**config.mk**
```make
export PLATFORM = sky130hd
export DESIGN_NAME = alu_pipe_flat
export DESIGN_NICKNAME = d
export VERILOG_FILES = /design/src/rtl/alu_pkg.sv /design/src/rtl/alu_pipe_if.sv /design/src/rtl/alu_mul_seq.sv /design/src/rtl/alu_pipe.sv /design/src/flat_wrapper.sv
export SDC_FILE = /design/constraint.sdc
export NUM_CORES = 1
export LEC_CHECK = 0
export CORE_MARGIN = 1
export CORE_UTILIZATION = 40
export CTS_BUF_LIST = sky130_fd_sc_hd__clkbuf_8
export DETAILED_ROUTE_END_ITERATION = 6
export PLACE_DENSITY_LB_ADDON = 0.1
export SLEW_MARGIN = 15
export SYNTH_ARGS = -nofsm -noshare
export SYNTH_HDL_FRONTEND = slang
export SYNTH_SLANG_ARGS = --single-unit
export TNS_END_PERCENT = 100
```
**constraint.sdc**
```tcl
create_clock -name clk -period 9.13 [get_ports clk]
set_clock_uncertainty 0.1 [all_clocks]
set_input_delay 1.826 -clock clk [delete_from_list [all_inputs] [get_ports clk]]
set_output_delay 1.826 -clock clk [all_outputs]
set_load 0.03 [all_outputs]
```
**src/rtl/alu_pkg.sv**
```systemverilog
// alu_pkg: shared opcode and state types
// for the handshaked ALU pipeline.
package alu_pkg;

  typedef enum logic [3:0] {
    OP_ADD  = 4'd0,
    OP_SUB  = 4'd1,
    OP_SLL  = 4'd2,
    OP_SRL  = 4'd3,
    OP_AND  = 4'd4,
    OP_OR   = 4'd5,
    OP_XOR  = 4'd6,
    OP_EQL  = 4'd7,
    OP_SRA  = 4'd8,
    OP_SLT  = 4'd9,
    OP_SLTU = 4'd10,
    OP_MUL  = 4'd11
  } alu_op_e;

  typedef enum logic [1:0] {
    IDLE = 2'd0,
    MUL  = 2'd1
  } alu_state_e;

  localparam logic [3:0] OP_LAST_LEGAL = 4'd11;

  function automatic logic op_legal(input logic [3:0] op);
    return op <= OP_LAST_LEGAL;
  endfunction

endpackage

```
**src/rtl/alu_pipe_if.sv**
```systemverilog
// alu_pipe_if: operand input and result output
// handshakes of the ALU pipeline.
interface alu_pipe_if #(
  parameter int WIDTH = 8
);
  logic             in_valid_i;
  logic             in_ready_o;
  logic [WIDTH-1:0] a_i;
  logic [WIDTH-1:0] b_i;
  logic [3:0]       op_i;
  logic             out_valid_o;
  logic             out_ready_i;
  logic [WIDTH-1:0] result_o;
  logic             flag_z_o;
  logic             flag_n_o;
  logic             flag_c_o;
  logic             flag_v_o;
  logic             err_o;

  modport master (
    output in_valid_i, a_i, b_i, op_i,
    output out_ready_i,
    input  in_ready_o, out_valid_o,
    input  result_o, err_o,
    input  flag_z_o, flag_n_o,
    input  flag_c_o, flag_v_o
  );

  modport slave (
    input  in_valid_i, a_i, b_i, op_i,
    input  out_ready_i,
    output in_ready_o, out_valid_o,
    output result_o, err_o,
    output flag_z_o, flag_n_o,
    output flag_c_o, flag_v_o
  );

endinterface

```
**src/rtl/alu_mul_seq.sv**
```systemverilog
// alu_mul_seq: shift-add multiplier, one partial
// product per cycle, freezes on its last step when stalled.
module alu_mul_seq #(
  parameter int WIDTH = 8
) (
  input  logic               clk,
  input  logic               reset,
  input  logic               i_start,
  input  logic               i_stall,
  input  logic [WIDTH-1:0]   i_a,
  input  logic [WIDTH-1:0]   i_b,
  output logic               o_busy,
  output logic               o_done,
  output logic [2*WIDTH-1:0] o_product
);
  localparam int CW = $clog2(WIDTH);

  logic [2*WIDTH-1:0] r_acc;
  logic [2*WIDTH-1:0] r_a_sh;
  logic [WIDTH-1:0]   r_b_sh;
  logic [CW-1:0]      r_cnt;
  logic               r_busy;
  logic [2*WIDTH-1:0] w_add;
  logic [2*WIDTH-1:0] w_acc_nxt;
  logic               w_done;

  assign w_add     = r_b_sh[0] ? r_a_sh : '0;
  assign w_acc_nxt = r_acc + w_add;
  assign w_done    = r_busy && (r_cnt == '0);

  // product includes the final step so it is ready on the done edge
  assign o_product = w_acc_nxt;
  assign o_done    = w_done;
  assign o_busy    = r_busy;

  // iterate one bit per cycle; hold everything on a stalled last step
  always_ff @(posedge clk) begin
    if (reset) begin
      r_acc  <= '0;
      r_a_sh <= '0;
      r_b_sh <= '0;
      r_cnt  <= '0;
      r_busy <= 1'b0;
    end else if (i_start) begin
      r_acc  <= '0;
      r_a_sh <= {{WIDTH{1'b0}}, i_a};
      r_b_sh <= i_b;
      r_cnt  <= CW'(WIDTH - 1);
      r_busy <= 1'b1;
    end else if (r_busy && !(w_done && i_stall)) begin
      r_acc  <= w_acc_nxt;
      r_a_sh <= r_a_sh << 1;
      r_b_sh <= r_b_sh >> 1;
      if (w_done) r_busy <= 1'b0;
      else        r_cnt  <= r_cnt - 1'b1;
    end
  end

endmodule

```
**src/rtl/alu_pipe.sv**
```systemverilog
// alu_pipe: handshaked ALU with a registered result
// stage and a sequential shift-add multiply.
module alu_pipe
  import alu_pkg::*;
#(
  parameter int WIDTH = 8
) (
  input logic      clk,
  input logic      reset,
  alu_pipe_if.slave bus
);
  localparam int SHW = $clog2(WIDTH);

  alu_state_e         r_state;
  logic               r_out_valid;
  logic [WIDTH-1:0]   r_result;
  logic               r_z;
  logic               r_n;
  logic               r_c;
  logic               r_v;
  logic               r_err;

  logic               w_out_free;
  logic               w_in_ready;
  logic               w_accept;
  logic               w_is_mul;
  logic               w_mul_start;
  logic               w_stall;
  logic               w_mul_busy;
  logic               w_mul_done;
  logic [2*WIDTH-1:0] w_prod;
  logic [SHW-1:0]     w_sh;
  logic [WIDTH:0]     w_sum;
  logic [WIDTH:0]     w_dif;
  logic [WIDTH-1:0]   w_res;
  logic               w_c;
  logic               w_v;
  logic               w_err;
  logic               w_ld_one;
  logic               w_ld_mul;
  logic               w_ld;
  logic [WIDTH-1:0]   w_ld_res;
  logic               w_ld_c;
  logic               w_ld_v;
  logic               w_ld_err;
  logic               w_sa;
  logic               w_sb;

  assign w_out_free  = !r_out_valid || bus.out_ready_i;
  assign w_in_ready  = !reset && (r_state == IDLE) && w_out_free;
  assign w_accept    = bus.in_valid_i && w_in_ready;
  assign w_is_mul    = (bus.op_i == OP_MUL);
  assign w_mul_start = w_accept && w_is_mul;
  assign w_stall     = !w_out_free;
  assign w_sh        = bus.b_i[SHW-1:0];
  assign w_sa        = bus.a_i[WIDTH-1];
  assign w_sb        = bus.b_i[WIDTH-1];
  assign w_sum       = {1'b0, bus.a_i} + {1'b0, bus.b_i};
  assign w_dif       = {1'b0, bus.a_i} - {1'b0, bus.b_i};

  // single-cycle datapath; MUL result comes from the sequencer
  always_comb begin
    w_res = '0;
    w_c   = 1'b0;
    w_v   = 1'b0;
    w_err = 1'b0;
    case (bus.op_i)
      OP_ADD: begin
        w_res = w_sum[WIDTH-1:0];
        w_c   = w_sum[WIDTH];
        w_v   = (w_sa == w_sb) && (w_sum[WIDTH-1] != w_sa);
      end
      OP_SUB: begin
        w_res = w_dif[WIDTH-1:0];
        w_c   = w_dif[WIDTH];
        w_v   = (w_sa != w_sb) && (w_dif[WIDTH-1] != w_sa);
      end
      OP_SLL:  w_res = bus.a_i << w_sh;
      OP_SRL:  w_res = bus.a_i >> w_sh;
      OP_AND:  w_res = bus.a_i & bus.b_i;
      OP_OR:   w_res = bus.a_i | bus.b_i;
      OP_XOR:  w_res = bus.a_i ^ bus.b_i;
      OP_EQL:  w_res = {{(WIDTH-1){1'b0}}, bus.a_i == bus.b_i};
      OP_SRA:  w_res = $signed(bus.a_i) >>> w_sh;
      OP_SLT:
        w_res = {{(WIDTH-1){1'b0}},
                 $signed(bus.a_i) < $signed(bus.b_i)};
      OP_SLTU: w_res = {{(WIDTH-1){1'b0}}, bus.a_i < bus.b_i};
      OP_MUL:  w_res = '0;
      default: w_err = !op_legal(bus.op_i);
    endcase
  end

  alu_mul_seq #(
    .WIDTH (WIDTH)
  ) u_mul (
    .clk       (clk),
    .reset     (reset),
    .i_start   (w_mul_start),
    .i_stall   (w_stall),
    .i_a       (bus.a_i),
    .i_b       (bus.b_i),
    .o_busy    (w_mul_busy),
    .o_done    (w_mul_done),
    .o_product (w_prod)
  );

  assign w_ld_one = w_accept && !w_is_mul;
  assign w_ld_mul = (r_state == MUL) && w_mul_busy
                 && w_mul_done && w_out_free;
  assign w_ld     = w_ld_one || w_ld_mul;
  assign w_ld_res = w_ld_mul ? w_prod[WIDTH-1:0] : w_res;
  assign w_ld_c   = w_ld_mul ? |w_prod[2*WIDTH-1:WIDTH] : w_c;
  assign w_ld_v   = w_ld_mul ? 1'b0 : w_v;
  assign w_ld_err = w_ld_mul ? 1'b0 : w_err;

  // control FSM plus output register with backpressure
  always_ff @(posedge clk) begin
    if (reset) begin
      r_state     <= IDLE;
      r_out_valid <= 1'b0;
      r_result    <= '0;
      r_z         <= 1'b0;
      r_n         <= 1'b0;
      r_c         <= 1'b0;
      r_v         <= 1'b0;
      r_err       <= 1'b0;
    end else begin
      case (r_state)
        IDLE:    if (w_mul_start) r_state <= MUL;
        MUL:     if (w_ld_mul)    r_state <= IDLE;
        default: r_state <= IDLE;
      endcase
      if (w_ld) begin
        r_out_valid <= 1'b1;
        r_result    <= w_ld_res;
        r_z         <= ~|w_ld_res;
        r_n         <= w_ld_res[WIDTH-1];
        r_c         <= w_ld_c;
        r_v         <= w_ld_v;
        r_err       <= w_ld_err;
      end else if (bus.out_ready_i) begin
        r_out_valid <= 1'b0;
      end
    end
  end

  assign bus.in_ready_o  = w_in_ready;
  assign bus.out_valid_o = r_out_valid;
  assign bus.result_o    = r_result;
  assign bus.flag_z_o    = r_z;
  assign bus.flag_n_o    = r_n;
  assign bus.flag_c_o    = r_c;
  assign bus.flag_v_o    = r_v;
  assign bus.err_o       = r_err;

endmodule

```
**src/flat_wrapper.sv**
```systemverilog
// flat-port wrapper written by rule: the top's interface ports become plain ports
module alu_pipe_flat import alu_pkg::*;
#(
  parameter int WIDTH = 8
)
  (clk, reset, bus_in_valid_i, bus_a_i, bus_b_i, bus_op_i, bus_out_ready_i, bus_in_ready_o, bus_out_valid_o, bus_result_o, bus_err_o, bus_flag_z_o, bus_flag_n_o, bus_flag_c_o, bus_flag_v_o);
  alu_pipe_if #(.WIDTH(WIDTH)) bus_i ();
  input logic clk;
  input logic reset;
  input wire logic [$bits(bus_i.in_valid_i)-1:0] bus_in_valid_i;
  input wire logic [$bits(bus_i.a_i)-1:0] bus_a_i;
  input wire logic [$bits(bus_i.b_i)-1:0] bus_b_i;
  input wire logic [$bits(bus_i.op_i)-1:0] bus_op_i;
  input wire logic [$bits(bus_i.out_ready_i)-1:0] bus_out_ready_i;
  output wire logic [$bits(bus_i.in_ready_o)-1:0] bus_in_ready_o;
  output wire logic [$bits(bus_i.out_valid_o)-1:0] bus_out_valid_o;
  output wire logic [$bits(bus_i.result_o)-1:0] bus_result_o;
  output wire logic [$bits(bus_i.err_o)-1:0] bus_err_o;
  output wire logic [$bits(bus_i.flag_z_o)-1:0] bus_flag_z_o;
  output wire logic [$bits(bus_i.flag_n_o)-1:0] bus_flag_n_o;
  output wire logic [$bits(bus_i.flag_c_o)-1:0] bus_flag_c_o;
  output wire logic [$bits(bus_i.flag_v_o)-1:0] bus_flag_v_o;
  assign bus_i.in_valid_i = bus_in_valid_i;
  assign bus_i.a_i = bus_a_i;
  assign bus_i.b_i = bus_b_i;
  assign bus_i.op_i = bus_op_i;
  assign bus_i.out_ready_i = bus_out_ready_i;
  assign bus_in_ready_o = bus_i.in_ready_o;
  assign bus_out_valid_o = bus_i.out_valid_o;
  assign bus_result_o = bus_i.result_o;
  assign bus_err_o = bus_i.err_o;
  assign bus_flag_z_o = bus_i.flag_z_o;
  assign bus_flag_n_o = bus_i.flag_n_o;
  assign bus_flag_c_o = bus_i.flag_c_o;
  assign bus_flag_v_o = bus_i.flag_v_o;
  alu_pipe #(.WIDTH(WIDTH)) u_core (.clk(clk), .reset(reset), .bus(bus_i));
endmodule
```
== Yosys cells after proc, flatten, opt, wreduce, memory -nomap -nowiden ==
Cells that the tools add are included.
Widths: inputs -> output; s select.

* Register bits: 60
* Latch bits: 0
* Memory bits (writable): 0
* Bits in read-only memories: 0
* Input bits: 24
* Output and inout port bits: 15
* Logic and storage cells: 106
* Memories: 0

* $add $sub $neg: 4
* $mul: 0
* Div/mod/pow operators: 0
* $lt $le $gt $ge: 3
* Equality and inequality tests: 20
* Shift operators: 3
* Muxes and demuxes: 24
* Bitwise operators: 3
* Reductions and logical operators: 35

{| class="wikitable"
|+ Operator list
! cell !! number
|-
| $pmux 8 s11 || 1
|-
| $mux 8 || 5
|-
| $add 16x16->16 || 1
|-
| $eq 4x3->1 const B || 4
|-
| $eq 4x4->1 const B || 4
|-
| $lt 8x8->1 || 2
|-
| $mux 16 || 1
|-
| $reduce_or 8->1 || 2
|-
| $logic_and 1x1->1 || 13
|-
| $reduce_or 12->1 || 1
|-
| $add 8x8->9 || 1
|-
| $mux 1 || 9
|-
| $mux 3 || 3
|-
| $sub 8x8->9 || 1
|-
| $and 8x8->8 || 1
|-
| $eq 4x2->1 const B || 2
|-
| $eq 8x8->1 || 1
|-
| $or 8x8->8 || 1
|-
| $shl 8x3->8 || 1
|-
| $shr 8x3->8 || 1
|-
| $sshr 8x3->8 || 1
|-
| $xor 8x8->8 || 1
|-
| $logic_not 1->1 || 7
|-
| $reduce_and 2->1 || 3
|-
| 17 further kinds || 25
|}

== Longest topological paths before layout ==
* Depth after elaboration: 8
* Mapped depth: 13
* Gate-level depth less buffers: 12

== Cells and area by module ==
Synthesis repeated with hierarchy kept, for this count alone.

* Cell total of the unflattened synthesis: 698
* Area total of the unflattened synthesis: 5136.2 um2

{| class="wikitable"
|+ Modules (own cells, without submodules)
! module !! times used !! cells each !! area each (um2) !! sequential area each (um2)
|-
| alu_pipe || 1 || 347 || 2602.5 || 280.3
|-
| alu_mul_seq || 1 || 351 || 2533.7 || 880.8
|}

== Worst setup path after synthesis ==
Ideal clock, no wire load.

* Kind: in2out
* Start: input port reset
* End: output port bus_in_ready_o
* Arrival: 2535 ps
* Setup slack: 4669 ps
* Cell stages on the path: 2
* Cells stage by stage: clkbuf_1 -> nor3_2

* Word-level cells in the longest chain between the ends: 3

{| class="wikitable"
|+ Ends and longest elaborated chain
! item !! line !! source
|-
| start, declared || flat_wrapper.sv:9 || <nowiki>input logic reset;</nowiki>
|-
| $logic_not 1->1 || alu_pipe.sv:50 || <nowiki>assign w_in_ready = !reset && (r_state == IDLE) && w_out_free;</nowiki>
|-
| $logic_and 1x1->1 (2 in a row) || alu_pipe.sv:50 ||
|-
| end, declared || flat_wrapper.sv:15 || <nowiki>output wire logic [$bits(bus_i.in_ready_o)-1:0] bus_in_ready_o;</nowiki>
|}

Every way passes these cells.

== Worst setup path in the final report ==
Same ends and word-level chain as after synthesis.

==> results.toml <==
[synth]
synth_nets = 788
ys.flop_type = "dfxtp_1"
netlist_area_sq_um = 5398
synthMuxAreaShare = 0.05308
ys_seq_elements = 58
synth_top_cell_area_share = 0.2151
synth-edff-count = 0
syn_inst = 719
syn_avg_cell_area_sq_um = 7.507
synth_fa_ha_area_frac = 0.1085
ys_seq_area_frac = 0.2151
yosysTopAreaCell = "dfxtp_1"
synth.area.top_cells = "dfxtp_1, ha_1, nand2_1"
ys_warn_count = 0
synth_top_family_by_area = "simple AND/OR/NAND/NOR gates"
async_flop_share = 0
synth_compound_area_frac = 0.2490
synth_xor_area_frac = 0.02596
yosysUniqueCellTypes = 77
synth-simple-area-share = 0.2786

[clocking]
cts_buffers = 9
cts.repair_timing.setup_buffer_count = 0
tritoncts = "done"
clkTransAtPathRegs_ns = 0.06
cts.path.max_buffers = 2
cts-hold-fix-buffers = 0
ctsResizeCount = 0
htree_levels = 3
root_buffer = "clkbuf_8"
cts.sinks = 58
clk-insertion-delay-late_ns = 0.35

[run_status]
outcome = "completed"

[place]
dp_slack_ns = 3.691
portBuffers = 38
gp_congestion = 0.8879
dpl.hpwl_um = 12350

[power_and_ir_drop]
p_per_area_nw_per_um2 = 107.9
power.leakage_nw = 2.252
vdd_drop_max_uv = 88.81

[grt]
grt_max_degree = 42
grt_usage = 0.2415
antenna_found_initial = 0
grt_pass1_vias = 4908
grt_pass1_wl_um = 26580
grt-ovfl-total = 0

[sta]
timing.final.ws_setup_ns = 3.679
hold-worst-slack_ns = 0.3616
slew_headroom = 0.2490
fin_crit_ns = 5.451
slew_violations = 0
max_freq_mhz = 183.5
rsz0062_at_grt = "no"
hold_viol = 0
worst_pin_slew_ns = 1.127
setup_viol = 0
fin_crit_sh = 0.5970
finalSetupTns_ns = 0

[floorplanning]
die_w_um = 118.2
fp-row-count = 42
num_io_pins = 39
die-area_sq_um = 13960
fp.dieH_um = 118.2
core_sq_um = 13190
start_util = 0.4092

[worst_setup_path]
required_ns = 7.20
critical_path_arrival_ns = 3.52
endpoint_kind = "output pin"
critPathLaunchType = "primary input"
crit_type = "in -> out"
cp_max_fo = 37

[drt]
routed_wl_um = 16630
route.detailed.drc = 0
detail_route.iter0.violations = 430
antenna_left = 0
wl_per_cell_um = 18.40
vias = 5371
drt-vias-per-instance = 5.941
drtPass1Iterations = 5

[layout]
layout_commonest_cell = "nand2_1"
nets = 793
areaGrowthSynthToFinish_pct = 11.01
final_cell_mix = "nand2_1, nor2_1, a21oi_1, dfxtp_1, ha_1"
n_antenna_cell = 0
drive_gt1_frac = 0.07143

[run]
max-cap-violations = 0

[worst_hold_path]
hold_class = "reg -> reg"
[cell families after synthesis]
logic type,Yosys count
fa+ha+maj,45
buf+inv,82
compound gates,196
mux,22
simple gates,300
xor+xnor,16
flops,58
[metrics by stage]
| step | util | cells | total power, mW | area [sq um] |
|---|---|---|---|---|
| 3_3_place_gp | 0.4396 | 889 | 0.4177 | 5798 |
| 2_1_floorplan | - | 719 | 0.3690 | 5398 |
| 4_1_cts | 0.4539 | 904 | 0.6498 | 5987 |
| 5_1_grt | 0.4543 | 904 | 0.6767 | 5992 |
| 6_report | 0.4543 | 904 | 0.6468 | 5992 |
| 3_5_place_dp | 0.4396 | 889 | 0.4191 | 5798 |
[sequential cells by signal, summed over array words and instances, names as in the netlist]
name and cells:
u_core.bus.flag_z_o 1, u_core.bus.flag_n_o 1, u_core.u_mul.r_acc 16, u_core.bus.flag_c_o 1, u_core.bus.out_valid_o 1, u_core.u_mul.r_cnt 3
u_core.bus.flag_v_o 1, u_core.u_mul.o_busy 1, u_core.u_mul.r_a_sh 16, u_core.r_state 1, u_core.u_mul.r_b_sh 8, u_core.bus.result_o 7
u_core.bus.err_o 1
[power by group]
group	total (mW)	internal (mW)	switching (mW)	leakage, nW
Combinational	0.157	0.0589	0.0982	1.68
Clock	0.230	0.126	0.104	0.101
Sequential	0.260	0.257	0.00258	0.469
Total	0.647	0.442	0.205	2.25
[path summary, 6_finish.rpt]
| check | from | to | slack [ns] | cells past startpoint |
|---|---|---|---|---|
| worst max-delay path | reset | bus_in_ready_o | 3.68 | 4 |
| worst min-delay path | u_core.u_mul.r_acc[10]$_SDFFE_PP0P_ | u_core.u_mul.r_acc[10]$_SDFFE_PP0P_ | 0.36 | 2 |
| worst max register to register | u_core.u_mul.r_b_sh[0]$_SDFFE_PP0P_ | u_core.bus.flag_c_o$_SDFFE_PP0P_ | 5.59 | 12 |
| worst min register to register | u_core.u_mul.r_acc[10]$_SDFFE_PP0P_ | u_core.u_mul.r_acc[10]$_SDFFE_PP0P_ | 0.36 | 2 |
[critical path, cell delays in order]
cell,delay [ns]
clkdlybuf4s50_1,0.40
buf_4,0.26
nor3_2,0.29
clkdlybuf4s50_1,0.73
[layout make-up]
type	count	area, sq um
fillers	1327	7198
multi-input cells	579	3869
flip-flops and latches	58	1161
repair buffers	46	440.4
well taps	176	220.2
clock buffers	13	178.9
inverters	30	112.6
clock inverters	2	10.01
[routing by layer]
layer,GRT usage,routed length (um),vias up
li1,-,-,2601
met3,0.04054,971,24
met2,0.3654,7382,190
met4,0.06731,255,0
met5,0,0,-
met1,0.3499,8021,2556
[synthesized netlist by cell type, types with 4 or more instances]
| library cell | count |
|---|---|
| nor2b_1 | 17 |
| a21oi_1 | 58 |
| mux4_2 | 5 |
| a311oi_1 | 21 |
| nor4_1 | 8 |
| inv_1 | 30 |
| o211ai_1 | 5 |
| and2_1 | 14 |
| xor2_1 | 8 |
| nand2b_1 | 16 |
| nor2_1 | 66 |
| or3_1 | 4 |
| o21ai_0 | 28 |
| o21ai_1 | 5 |
| a32oi_1 | 4 |
| mux2i_1 | 14 |
| a31oi_1 | 10 |
| a211oi_1 | 9 |
| buf_4 | 9 |
| a21o_1 | 4 |
| nand3_1 | 16 |
| buf_2 | 15 |
| ha_1 | 42 |
| xnor2_1 | 8 |
| nand2_1 | 111 |
| nor3_1 | 18 |
| clkbuf_1 | 24 |
| dfxtp_1 | 58 |
| o21bai_1 | 6 |
(Power assumes the default switching activity.)
